`config.mk`:
```
export PLATFORM = sky130hd
export DESIGN_NAME = addsub_arbiter
export DESIGN_NICKNAME = d
export VERILOG_FILES = /design/src/rtl/addsub_arbiter.sv
export SDC_FILE = /design/constraint.sdc
export NUM_CORES = 1
export LEC_CHECK = 0
export ABC_AREA = 1
export CAP_MARGIN = 10
export CORE_MARGIN = 4
export CORE_UTILIZATION = 49
export CTS_BUF_LIST = sky130_fd_sc_hd__clkbuf_4
export DETAILED_ROUTE_END_ITERATION = 7
export GPL_TIMING_DRIVEN = 0
export HOLD_SLACK_MARGIN = 0.12
export PLACE_DENSITY = 0.82
export SLEW_MARGIN = 25
export SYNTH_ARGS = -nofsm -noshare
export SYNTH_HDL_FRONTEND = slang
export SYNTH_SLANG_ARGS = --single-unit
export TNS_END_PERCENT = 1
```
`constraint.sdc`:
```
create_clock -name clk -period 2.1 [get_ports clk]
set_clock_uncertainty 0.05 [all_clocks]
set_input_delay 0.21 -clock clk [delete_from_list [all_inputs] [get_ports clk]]
set_output_delay 0.21 -clock clk [all_outputs]
set_load 0.01 [all_outputs]
```
`src/rtl/addsub_arbiter.sv`:
```
// addsub_arbiter: two requesters share one 8-bit add/subtract datapath.
// Each operation takes three cycles: IDLE (grant and capture), EXEC
// (compute and register the result) and RESP (hold the result until the
// consumer accepts it).
// Optional feature: define ADDSUB_ARB_ROUND_ROBIN_EN for round-robin
// arbitration between the two requesters. When it is undefined, requester 0
// has fixed priority.
module addsub_arbiter (
    input  logic       clk,
    input  logic       rst_n,
    input  logic [1:0] req_valid,
    input  logic [7:0] req0_a,
    input  logic [7:0] req0_b,
    input  logic [7:0] req1_a,
    input  logic [7:0] req1_b,
    input  logic [1:0] req_sub,
    output logic [1:0] req_ready,
    output logic       rsp_valid,
    input  logic       rsp_ready,
    output logic       rsp_id,
    output logic [7:0] rsp_s,
    output logic       rsp_carry,
    output logic       rsp_zero
);

    typedef enum logic [1:0] {IDLE, EXEC, RESP} state_t;

    state_t     state;
    state_t     state_nxt;
    logic       gnt_id;
    logic [1:0] gnt_vec;
    logic       hs;
    logic [7:0] op_a;
    logic [7:0] op_b;
    logic       op_sub;
    logic       op_id;
    logic [7:0] b_eff;
    logic [8:0] sum;

`ifdef ADDSUB_ARB_ROUND_ROBIN_EN
    logic last_gnt;

    // Arbitration: on contention, grant the requester that was not granted last
    always_comb begin
        gnt_id = 1'b0;
        if (req_valid == 2'b11) begin
            gnt_id = ~last_gnt;
        end else if (req_valid[1]) begin
            gnt_id = 1'b1;
        end
    end

    // Last-grant register. It only moves on a real handshake, so a dropped request leaves it unchanged.
    always_ff @(posedge clk or negedge rst_n) begin
        if (!rst_n) begin
            last_gnt <= 1'b1;
        end else if (hs) begin
            last_gnt <= gnt_id;
        end
    end
`else
    // Arbitration: fixed priority. Requester 1 wins only when it is the sole requester.
    always_comb begin
        gnt_id = ~req_valid[0] & req_valid[1];
    end
`endif

    // Next-state logic, grant and handshake decode
    always_comb begin
        state_nxt = state;
        gnt_vec   = '0;
        hs        = 1'b0;
        case (state)
            IDLE: begin
                if (|req_valid) begin
                    gnt_vec   = gnt_id ? 2'b10 : 2'b01;
                    hs        = 1'b1;
                    state_nxt = EXEC;
                end
            end
            EXEC: state_nxt = RESP;
            RESP: if (rsp_ready) state_nxt = IDLE;
            default: state_nxt = IDLE;
        endcase
    end

    // The ready output is gated by rst_n so that it reads 00 for the whole time reset is held
    assign req_ready = gnt_vec & {2{rst_n}};
    assign rsp_valid = (state == RESP);

    // Shared datapath. Subtraction is computed as a + ~b + 1.
    assign b_eff = op_sub ? ~op_b : op_b;
    assign sum   = {1'b0, op_a} + {1'b0, b_eff} + {8'h00, op_sub};

    // State register
    always_ff @(posedge clk or negedge rst_n) begin
        if (!rst_n) begin
            state <= IDLE;
        end else begin
            state <= state_nxt;
        end
    end

    // Operand capture on handshake. This isolates the in-flight operation from later input changes.
    always_ff @(posedge clk or negedge rst_n) begin
        if (!rst_n) begin
            op_a   <= '0;
            op_b   <= '0;
            op_sub <= 1'b0;
            op_id  <= 1'b0;
        end else if (hs) begin
            op_a   <= gnt_id ? req1_a : req0_a;
            op_b   <= gnt_id ? req1_b : req0_b;
            op_sub <= req_sub[gnt_id];
            op_id  <= gnt_id;
        end
    end

    // Result registers. They load in EXEC and otherwise hold their last value.
    always_ff @(posedge clk or negedge rst_n) begin
        if (!rst_n) begin
            rsp_s     <= '0;
            rsp_carry <= 1'b0;
            rsp_zero  <= 1'b0;
            rsp_id    <= 1'b0;
        end else if (state == EXEC) begin
            rsp_s     <= sum[7:0];
            rsp_carry <= sum[8];
            rsp_zero  <= (sum[7:0] == 8'h00);
            rsp_id    <= op_id;
        end
    end

endmodule

```
=== Word level (Yosys, flattened, before mapping) ===
Cells that the tools add are included.

* Add/sub/neg operators: 2
* $lt $le $gt $ge: 1
* Equal/unequal tests: 4
* Multiplexer cells: 13
* Bitwise operators: 4
* Reduce and logical (&&, ||, !) cells: 4

{| class="wikitable"
|+ Operators with widths
! kind !! count
|-
| $mux W8 || 3
|-
| $mux W2 || 5
|-
| $add A8 B8 Y9 || 1
|-
| $add A9 B1 Y9 || 1
|-
| $logic_not A8 Y1 || 1
|-
| $not A8 Y8 || 1
|-
| $pmux W2 S3 || 1
|-
| $mux W1 || 4
|-
| $and A2 B2 Y2 || 1
|-
| $eq A2 B1 Y1 const B || 1
|-
| $eq A2 B2 Y1 const B || 1
|-
| $logic_not A2 Y1 || 1
|-
| $lt A1 B2 Y1 const B || 1
|-
| $ne A2 B1 Y1 const B || 1
|-
| $ne A2 B2 Y1 const B || 1
|-
| $reduce_and A2 Y1 || 1
|-
| $reduce_or A2 Y1 || 1
|-
| $and A1 B1 Y1 || 1
|-
| $not A1 Y1 || 1
|}

* Register bits after elaboration: 31
* Output and inout bits: 14
* Word-level logic and storage cells: 37

=== Longest topological paths before layout ===
* Depth in word-level cells: 6
* Mapped depth: 14

=== Least setup slack after synthesis ===
Ideal clock, no wire load.

* Kind: flip-flop to flip-flop
* Start: register op_sub
* End: register rsp_s[6]
* Library setup time: 0.129 ns
* Data arrival time: 1.685 ns
* Required time: 1.921 ns
* Path slack: 0.236 ns
* Stages on the path, launching flop included: 10
* Buffers on the path: 1
* Period minus slack after synthesis: 1.864 ns
* Cells stage by stage: dfrtp_1 > buf_6 > xnor2_1 > fa_1 > nand3b_1 > nand2_1 > nand2_1 > nand2_1 > xor2_1 > o21ai_0

* Cells in the longest elaborated chain, start to end: 3

{| class="wikitable"
|+ RTL lines
! element !! line !! source
|-
| start, declared || 35 || <nowiki>logic op_sub;</nowiki>
|-
| start signal, assigned || 114 || <nowiki>op_sub <= req_sub[gnt_id];</nowiki>
|-
| $mux W8 || 92 || <nowiki>assign b_eff = op_sub ? ~op_b : op_b;</nowiki>
|-
| $add A8 B8 Y9 || 93 || <nowiki>assign sum = {1'b0, op_a} + {1'b0, b_eff} + {8'h00, op_sub};</nowiki>
|-
| $add A9 B1 Y9 * || 93 ||
|-
| end signal, assigned || 127 || <nowiki>rsp_s <= sum[7:0];</nowiki>
|-
| end, declared || 21 || <nowiki>output logic [7:0] rsp_s,</nowiki>
|}

Every way passes the cells marked *; elsewhere a longest branch is shown, timed or not.
A chain may end at the register's enable or synchronous reset.

=== Worst setup path in the final report ===
* Start: register op_sub
* End: register rsp_zero

* Cells in the longest elaborated chain, start to end: 4

{| class="wikitable"
|+ RTL lines
! element !! line !! source
|-
| $mux W8 || 92 ||
|-
| $add A8 B8 Y9 || 93 ||
|-
| $add A9 B1 Y9 * || 93 ||
|-
| $logic_not A8 Y1 * || 129 || <nowiki>rsp_zero <= (sum[7:0] == 8'h00);</nowiki>
|-
| end signal, assigned || 129 ||
|-
| end, declared || 23 || <nowiki>output logic rsp_zero</nowiki>
|}

Marked as above.

==> flow_summary.yaml <==
critical_path:
  cpMostUsedCell: "nand2_1"
  r2r_cells: 10
  worstPathCellList: "buf_6, xnor2_2, fa_2, nand3b_1, nand2_1, nand2_1, nand2_1, xor2_1, nand3_1, nand2_1"
  end_kind: "flop"
  slowest_stage: "dfrtp_1"
  start_kind: "flop"
  cp.required_ns: 2.33
  slowest_delay_ns: 0.38
  cp_max_fo: 9
  worst-r2r-setup-slack_ns: 0.15
  cp.arrival_ns: 2.18
  r2r_end: "rsp_zero"
  path_class: "flop to flop"
  rr_startpoint: "op_sub"
  critical_path.startpoint: "op_sub"
placed_design:
  place_congestion: 0.780
  preCtsSetupSlack_ns: -0.115
  place_inst: 319
  dpl.hpwl_um: 3010
  port_buffers: 52
floorplan:
  die_area_um2: 4680
  dieHeight_um: 68.4
  core_um2: 3440
  rows: 21
  ioPinCount: 53
  die_w_um: 68.4
  initial_utilization: 0.519
final_layout:
  layout_common_cells: "50 x clkdlybuf4s50_1, 48 x nand2_1, 31 x dfrtp_1, 24 x nor2_1, 21 x o21ai_0"
  n_antenna_cell: 0
  nets: 330
  syn_to_final_growth_pct: 38.3
  final_cells: 330
  drive_gt1_frac: 0.116
  n_fill_cell: 281
  layout_commonest_cell: "clkdlybuf4s50_1"
yosys:
  avgSynthCellArea_um2: 8.09
  synthDominantCellAreaShare: 0.434
  synth_area_leader_cell: "dfrtp_1"
  synth_seq_cells: 31
  yosysSeqAreaShare: 0.434
  synth_cell_types: 25
  synth_nets: 268
  syn-instance-count: 221
  synth_warnings: 0
  syn_area_um2: 1790
  synth.area.top_cells: "dfrtp_1 43%, nand2_1 10%, o21ai_0 5.9%, o21ai_1 5.6%, nor2_1 5.0%"
route:
  viasPerCell: 4.84
  dr.pass1.iters: 4
  postRouteAntennaNets: 0
  drt_iter0_drc: 46
  drc: 0
  drt_wl_total_um: 3880
  wire_per_inst_um: 11.8
  vias: 1598
sta:
  finalHoldViolations: 0
  fin_tns_setup_ns: 0
  fin_ws_ns: 0.147
  setup_viol: 0
  fin_crit_sh: 0.930
  post-route-min-period_ns: 1.95
  slew_viol_final: 0
  rsz0062_at_grt: "no"
  max_freq_mhz: 512
  relSlewSlack: 0.819
  tightest_slew_ns: 0.272
power_and_ir_drop:
  power_density_nw_per_um2: 1650
  power_frac_seq: 0.267
  p_leak_nw: 1.18
  switching_power_mw: 1.88
  intPower_mw: 2.20
  p_total_mw: 4.08
  pwr-share-comb: 0.653
  swShare: 0.461
  p_clk_frac: 0.080
  ir_drop_v: 0.000749
worst_hold_path:
  hold_class: "input pin to async pin"
global_route:
  grt_max_degree: 32
  antenna_found_initial: 0
  grt_pass1_vias: 1515
  grt_pass1_wl_um: 6440
  grt_remaining_overflow: 0
  grt_use_total: 0.185
clocking:
  cts.path.max_buffers: 2
  cts_buffers: 5
  path_clk_slew_ns: 0.10
  htreeDepth: 2
  cts.sinks: 31
  cts_tree: "built"
  root_buffer: "clkbuf_4"
  worstSkewPairLatency_ns: 0.33
job:
  maxCapViolCount: 0
run_status:
  status: "finished clean"
cell usage after synthesis, drive strengths merged:
library cell	number
inv	21
fa	1
xnor2	2
o21a	2
a21oi	6
nand3	5
nand2	53
nand3b	3
xor2	8
a31oi	1
ha	7
nand4	1
nor2	28
o22ai	3
buf	7
dfrtp	31
o21ai	42
what timing repair did:
action,4_1_cts,5_1_grt
hold endpoints to repair,31,0
setup endpoints to repair,1,3
hold buffers,2,0
resized for setup,2,4
pin swaps,1,1
setup buffers,1,0
through the flow:
step	hold WS, ns	utilization	instance area, µm²
final	0.342	0.719	2470
after detailed placement	0.244	0.686	2360
after CTS	0.346	0.714	2460
after floorplan	-0.136	-	1790
after global placement	0.414	0.687	2370
after global routing	0.361	0.719	2470
logic make-up (layout without fill, tap and decap cells):
| kind of cell | count (synthesis) | after routing | synth area share |
|---|---|---|---|
| xor gates and xnor gates | 10 | 10 | 0.0490 |
| adders and majority gates | 8 | 8 | 0.0602 |
| DFF | 31 | 31 | 0.434 |
| and+or+nand+nor | 90 | 90 | 0.224 |
| AOI/OAI and AO/OA | 54 | 54 | 0.159 |
| buffers and inverters | 28 | 91 | 0.0742 |
final cells by class:
cell class                      instances  area, µm²  area share
Clock buffer                            5       37.5      0.0152
Timing Repair Buffer                   55        556       0.225
Tap cell                               46       57.6      0.0233
Clock inverter                          3       15.0     0.00607
Buffer                                  7       60.1      0.0243
Multi-Input combinational cell        162        893       0.361
Inverter                               21       78.8      0.0319
Sequential cell                        31        776       0.314
power by group through the flow:
stage | clock (mW) | combinational [mW] | sequential (mW)
6_report | 0.325 | 2.66 | 1.09
5_1_grt | 0.359 | 3.04 | 1.13
4_1_cts | 0.334 | 2.63 | 1.09
3_5_place_dp | 0 | 2.60 | 1.10
3_3_place_gp | 0 | 2.54 | 1.09
2_1_floorplan | 0 | 1.90 | 1.10
sequential cells by signal, summed over array words and instances, names as in the netlist:
register and flops:
rsp_id 1, rsp_carry 1, op_sub 1, rsp_s 8, rsp_zero 1, op_id 1, op_a 8, state 2
op_b 8
worst max path at each step:
stage	endpoint	depth (start not counted)	slack, ns
floorplan	rsp_s[6]	9	0.24
global placement	req_ready[1]	4	-0.67
detailed placement	req_ready[1]	7	-0.11
CTS	rsp_zero	10	0.07
global route	rsp_zero	10	0.01
finish	rsp_zero	10	0.15
worst max-delay path: cells and delay by family (launching register included):
| kind | cells | cell delay (ns) |
|---|---|---|
| AND/OR/NAND/NOR | 6 | 0.59 |
| buffers and inverters | 1 | 0.15 |
| flip-flops | 1 | 0.38 |
| adder cells (fa/ha/maj) | 1 | 0.37 |
| XOR/XNOR | 2 | 0.35 |
metal layers:
layer | vias up | global-route usage | part of all wire
li1 | 847 | - | -
met1 | 702 | 0.226 | 0.44
met2 | 44 | 0.317 | 0.49
met3 | 5 | 0.0525 | 0.059
met4 | 0 | 0.0447 | 0.0095
met5 | - | 0 | 0
No activity file was read; power rests on OpenSTA's default activity.
